<file path="src/rtl/mm_arbiter.sv">
// Round-robin two-port arbiter for a line-wide main memory, one transaction in flight, watchdog abort.
// Read done 2+L cycles after the request is sampled; level-held requests simply wait while a transaction is busy.
module mm_arbiter #(
  parameter int LINE_W  = 256,
  parameter int MM_A_W  = 27,
  parameter int TIMEOUT = 64
) (
  input  logic              clk,
  input  logic              reset,
  input  logic [31:0]       r0_a,
  input  logic              r0_read,
  input  logic              r0_write,
  input  logic [LINE_W-1:0] r0_wd,
  output logic [LINE_W-1:0] r0_rd,
  output logic              r0_done,
  input  logic [31:0]       r1_a,
  input  logic              r1_read,
  input  logic              r1_write,
  input  logic [LINE_W-1:0] r1_wd,
  output logic [LINE_W-1:0] r1_rd,
  output logic              r1_done,
  output logic [MM_A_W-1:0] mm_a,
  output logic [LINE_W-1:0] mm_wd,
  output logic              mm_read,
  output logic              mm_write,
  input  logic [LINE_W-1:0] mm_rd,
  input  logic              mm_valid,
  input  logic              mm_ready,
  output logic [1:0]        grant,
  output logic              timeout_err
);

  localparam int CNT_W = $clog2(TIMEOUT);

  typedef enum logic [1:0] {IDLE, ISSUE, WAIT, RESP} state_t;

  state_t            state_q, state_d;
  logic [CNT_W-1:0]  cnt_q, cnt_d;
  logic              op_rd_q, op_rd_d;
  logic              win_q, win_d;
  logic              rr_last_q, rr_last_d;
  logic [MM_A_W-1:0] mm_a_d;
  logic [LINE_W-1:0] mm_wd_d, r0_rd_d, r1_rd_d;
  logic              mm_read_d, mm_write_d, r0_done_d, r1_done_d, timeout_err_d;
  logic [1:0]        grant_d;
  logic              req0, req1, pick, complete;

  // Only the line-address bits of the byte addresses matter.
  logic unused_addr_bits;
  assign unused_addr_bits = ^{r0_a, r1_a};

  assign req0 = r0_read | r0_write;
  assign req1 = r1_read | r1_write;

  always_comb begin
    state_d       = state_q;
    cnt_d         = cnt_q;
    op_rd_d       = op_rd_q;
    win_d         = win_q;
    rr_last_d     = rr_last_q;
    mm_a_d        = mm_a;
    mm_wd_d       = mm_wd;
    grant_d       = grant;
    r0_rd_d       = r0_rd;
    r1_rd_d       = r1_rd;
    mm_read_d     = 1'b0;
    mm_write_d    = 1'b0;
    r0_done_d     = 1'b0;
    r1_done_d     = 1'b0;
    timeout_err_d = 1'b0;
    pick          = 1'b0;
    complete      = 1'b0;

    unique case (state_q)
      IDLE: begin
        if ((req0 | req1) && mm_ready) begin
          // Under contention the port not granted last wins.
          pick       = (req0 & req1) ? ~rr_last_q : req1;
          win_d      = pick;
          op_rd_d    = pick ? r1_read : r0_read;
          mm_a_d     = pick ? r1_a[5 +: MM_A_W] : r0_a[5 +: MM_A_W];
          mm_wd_d    = pick ? r1_wd : r0_wd;
          grant_d    = pick ? 2'b10 : 2'b01;
          mm_read_d  = op_rd_d;
          mm_write_d = ~op_rd_d;
          state_d    = ISSUE;
        end
      end
      ISSUE: begin
        cnt_d   = '0;
        state_d = WAIT;
      end
      WAIT: begin
        // A write's ready in the first WAIT cycle is the stale pre-command level.
        complete = op_rd_q ? mm_valid : (mm_ready && (cnt_q != '0));
        if (complete || (cnt_q == CNT_W'(TIMEOUT - 1))) begin
          if (op_rd_q) begin
            if (win_q) r1_rd_d = complete ? mm_rd : '0;
            else       r0_rd_d = complete ? mm_rd : '0;
          end
          r0_done_d     = ~win_q;
          r1_done_d     = win_q;
          timeout_err_d = ~complete;
          state_d       = RESP;
        end else begin
          cnt_d = cnt_q + CNT_W'(1);
        end
      end
      RESP: begin
        rr_last_d = win_q;
        grant_d   = 2'b00;
        state_d   = IDLE;
      end
    endcase
  end

  always_ff @(posedge clk) begin
    if (reset) begin
      state_q     <= IDLE;
      cnt_q       <= '0;
      op_rd_q     <= 1'b0;
      win_q       <= 1'b0;
      rr_last_q   <= 1'b1;
      mm_a        <= '0;
      mm_wd       <= '0;
      mm_read     <= 1'b0;
      mm_write    <= 1'b0;
      grant       <= 2'b00;
      r0_rd       <= '0;
      r1_rd       <= '0;
      r0_done     <= 1'b0;
      r1_done     <= 1'b0;
      timeout_err <= 1'b0;
    end else begin
      state_q     <= state_d;
      cnt_q       <= cnt_d;
      op_rd_q     <= op_rd_d;
      win_q       <= win_d;
      rr_last_q   <= rr_last_d;
      mm_a        <= mm_a_d;
      mm_wd       <= mm_wd_d;
      mm_read     <= mm_read_d;
      mm_write    <= mm_write_d;
      grant       <= grant_d;
      r0_rd       <= r0_rd_d;
      r1_rd       <= r1_rd_d;
      r0_done     <= r0_done_d;
      r1_done     <= r1_done_d;
      timeout_err <= timeout_err_d;
    end
  end

endmodule

</file>
<file path="config.mk">
export PLATFORM = sky130hd
export DESIGN_NAME = mm_arbiter
export DESIGN_NICKNAME = d
export VERILOG_FILES = /design/src/rtl/mm_arbiter.sv
export SDC_FILE = /design/constraint.sdc
export NUM_CORES = 1
export LEC_CHECK = 0
export BUFFER_PORTS_ARGS = -buffer_cell sky130_fd_sc_hd__buf_2
export CORE_AREA = 4 4 636 638
export DETAILED_ROUTE_END_ITERATION = 10
export DIE_AREA = 0 0 640 642
export PLACE_DENSITY_LB_ADDON = 0.25
export SLEW_MARGIN = 40
export SYNTH_ARGS = -nofsm -noshare
export SYNTH_HDL_FRONTEND = slang
export SYNTH_SLANG_ARGS = --single-unit
</file>
<file path="constraint.sdc">
create_clock -name clk -period 2.4 [get_ports clk]
set_input_delay 0.6 -clock clk [delete_from_list [all_inputs] [get_ports clk]]
set_output_delay 0.6 -clock clk [all_outputs]
set_load 0.005 [all_outputs]
</file>
==> flow_summary.ini <==
[run_status]
outcome = finished clean

[timing]
period_share_pct = 95.4
fin_worst_skew_ns = 0.0353
min_period_ns = 2.29
slew_headroom_pct = 51.8
tightest_slew_ns = 0.723
timing.fmax_ghz = 0.437
setup_violations = 0
slew_violations = 0
rsz0062_at_grt = yes
hold_viol = 0
fin_setup_tns_ns = 0
timing.final.ws_setup_ns = 0.111

[clock_tree]
root_buffer = clkbuf_16
clock_path_buffers = 4
cts.htree.levels = 3
insertion_delay_ns = 0.84
clkSinkCount = 813
clk_pin_slew_ns = 0.06
cts_tree = yes
cts_buffers = 109

[floorplan]
die_x_um = 640
pin_count = 1642
dieArea_um2 = 411000
start_util_pct = 8.44
rows = 232
die_y_um = 642
core_area_um2 = 399000

[synthesis]
synth_enable_flop_cells = 0
synth-seq-cells = 813
ys_warn_count = 0
syn_area_um2 = 33700
synthArstFlopShare_pct = 0
synth_nets = 4467
netlist-cell-type-count = 41
avgSynthCellArea_um2 = 9.30
synthFlopType = dfxtp_1
synthCells = 3620
yosysSeqAreaShare_pct = 48.4

[flow_run]
drv_cap = 0

[routing]
vias_per_cell = 3.26
post_drt_wl_per_cell_um = 23.2
drtIter0Drc = 2600
drtAntennaViolNets = 0
wl_um = 257000
vias = 36200
drc = 0
first_pass_iters = 6

[setup_path]
cp-end-kind = register
path_class = register to register
cp_max_fo = 67
worst-path-buf-inv = 3
critPathLaunchType = register
cp_slowest_cell = dlygate4sd3_1
cp_top_family = buffers and inverters
required_ns = 3.14
worstPathArrival_ns = 3.03
max_stage_delay_ns = 0.58
worstPathCellList = inv_1 -> ha_1 -> and2_4 -> buf_16 -> nor2_1 -> a311oi_2 -> dlygate4sd3_1

[global_route]
top_usage_layer = met2
grt_use_met2_pct = 19.4
use_met1_pct = 14.6
grt_pass1_wl_um = 333000
grt_antenna_before_repair = 88
grtUsageMet3_pct = 3.87
grt_max_degree = 115
grt_pass1_vias = 36300
gr-total-overflow = 0
grt.total_usage_pct = 11.8

[layout]
utilization_pct = 14.5
syn_to_final_growth_pct = 71.7
num-nets-final = 6572
stdcell_count = 11100
fillers = 45600
drive_above_1_share_pct = 35.3

[pwr]
p_per_area_nw_per_um2 = 763
leakage_nw = 25.3
total_power_w = 0.0441
ir_drop_uv = 513

[placement]
dp_slack_ns = -0.114
dp.cells = 10400
place_congestion = 0.965
io_buffers = 1631
hpwl_um = 215000

[hold_path]
hold_path.class = primary input to register
[metal layers]
metal / wire (um) / share of wire, %
met1: 107000 / 42
met2: 119000 / 46
met3: 23000 / 9.0
met4: 8380 / 3.3
met5: 149 / 0.058
[cell families after synthesis]
kind of cell | count (synthesis) | share of synthesized area (%)
fa+ha+maj | 7 | 0.260
buf+inv | 308 | 5.02
mux | 514 | 15.3
compound gates | 316 | 8.50
flops | 813 | 48.4
simple gates | 1662 | 22.6
[cell usage in the layout, fill, tap and decap left out, drive strengths merged, types with 3 or more instances in the layout]
| cell type | synthesis | routed |
|---|---|---|
| inv | 6 | 10 |
| clkinv | 0 | 23 |
| nor2 | 289 | 289 |
| nor2b | 6 | 6 |
| nand4 | 3 | 3 |
| nor3 | 3 | 3 |
| a311oi | 284 | 284 |
| bufinv | 0 | 17 |
| dfxtp | 813 | 813 |
| diode | 0 | 28 |
| mux2i | 514 | 514 |
| ha | 7 | 7 |
| nand2 | 830 | 830 |
| dlygate4sd3 | 0 | 457 |
| buf | 168 | 1836 |
| nand3 | 3 | 3 |
| a31o | 3 | 3 |
| nand2b | 519 | 519 |
| a21oi | 7 | 7 |
| o21ai | 4 | 4 |
| clkbuf | 134 | 150 |
[per-stage QoR]
| stage | hold WS, ns | instance area [um2] |
|---|---|---|
| after floorplan | 0.465 | 33700 |
| after global placement | 0.455 | 49200 |
| after detailed placement | 0.458 | 49200 |
| after CTS | 0.0000562 | 57500 |
| after global routing | 0.0288 | 57800 |
| final | 0.104 | 57800 |
[cell usage after synthesis, types with 6 or more instances]
| cell type | count | share of area, % |
|---|---|---|
| buf_6 | 31 | 1.0 |
| nand2_1 | 830 | 9.3 |
| nor2_1 | 289 | 3.2 |
| a21oi_1 | 7 | 0.10 |
| nand2b_1 | 519 | 9.6 |
| a311oi_1 | 263 | 6.8 |
| mux2i_1 | 514 | 15 |
| buf_4 | 51 | 1.1 |
| ha_1 | 7 | 0.26 |
| buf_2 | 86 | 1.3 |
| nor2b_1 | 6 | 0.11 |
| clkbuf_1 | 134 | 1.5 |
| inv_1 | 6 | 0.067 |
| dfxtp_1 | 813 | 48 |
| a311oi_2 | 21 | 0.94 |
[sequential cells by signal, indices dropped and copies added (netlist names)]
register     count
op_rd_q          1
r0_done          1
state_q          2
mm_wd          256
mm_write         1
mm_read          1
grant            2
win_q            1
rr_last_q        1
r1_rd          256
mm_a            27
timeout_err      1
cnt_q            6
r1_done          1
r0_rd          256
[power by group]
| group | total, W | internal (W) | switching (W) |
|---|---|---|---|
| logic | 0.0108 | 0.00448 | 0.00633 |
| clock network | 0.0177 | 0.0107 | 0.00696 |
| registers | 0.0156 | 0.0148 | 0.000818 |
| total | 0.0441 | 0.0300 | 0.0141 |
[repair_timing]
item,CTS,global route
hold buffers,457,0
cloned,0,3
setup endpoints to repair,22,139
pin swaps,0,3
setup buffers,0,6
gates resized for setup,3,17
hold endpoints to repair,506,0
[final cells by class]
| type | instances | area [um2] | area share, % |
|---|---|---|---|
| repair buffers | 2296 | 15300 | 26.5 |
| diodes | 28 | 70.1 | 0.121 |
| flip-flops and latches | 813 | 16300 | 28.2 |
| multi-input cells | 2499 | 15800 | 27.3 |
| clock buffers | 147 | 3060 | 5.30 |
| clock inverters | 46 | 716 | 1.24 |
| inverters | 6 | 22.5 | 0.0390 |
| well taps | 5265 | 6590 | 11.4 |
[worst min-delay path: cells and delay by family]
family / cells / cell delay, ns
multiplexers: 1 / 0.07
buffers and inverters: 1 / 0.10
AND/OR/NAND/NOR: 1 / 0.08
[path summary, 6_finish.rpt]
path	depth (start not counted)	start	endpoint	slack, ns
worst max-delay path	7	state_q[1]	mm_wd[182]	0.11
worst min-delay path	3	mm_rd[202]	r1_rd[202]	0.10
worst max register to register	7	state_q[1]	mm_wd[182]	0.11
worst min register to register	2	r0_rd[245]	r0_rd[245]	0.47
Note: power is estimated with default switching activity, not from simulation.
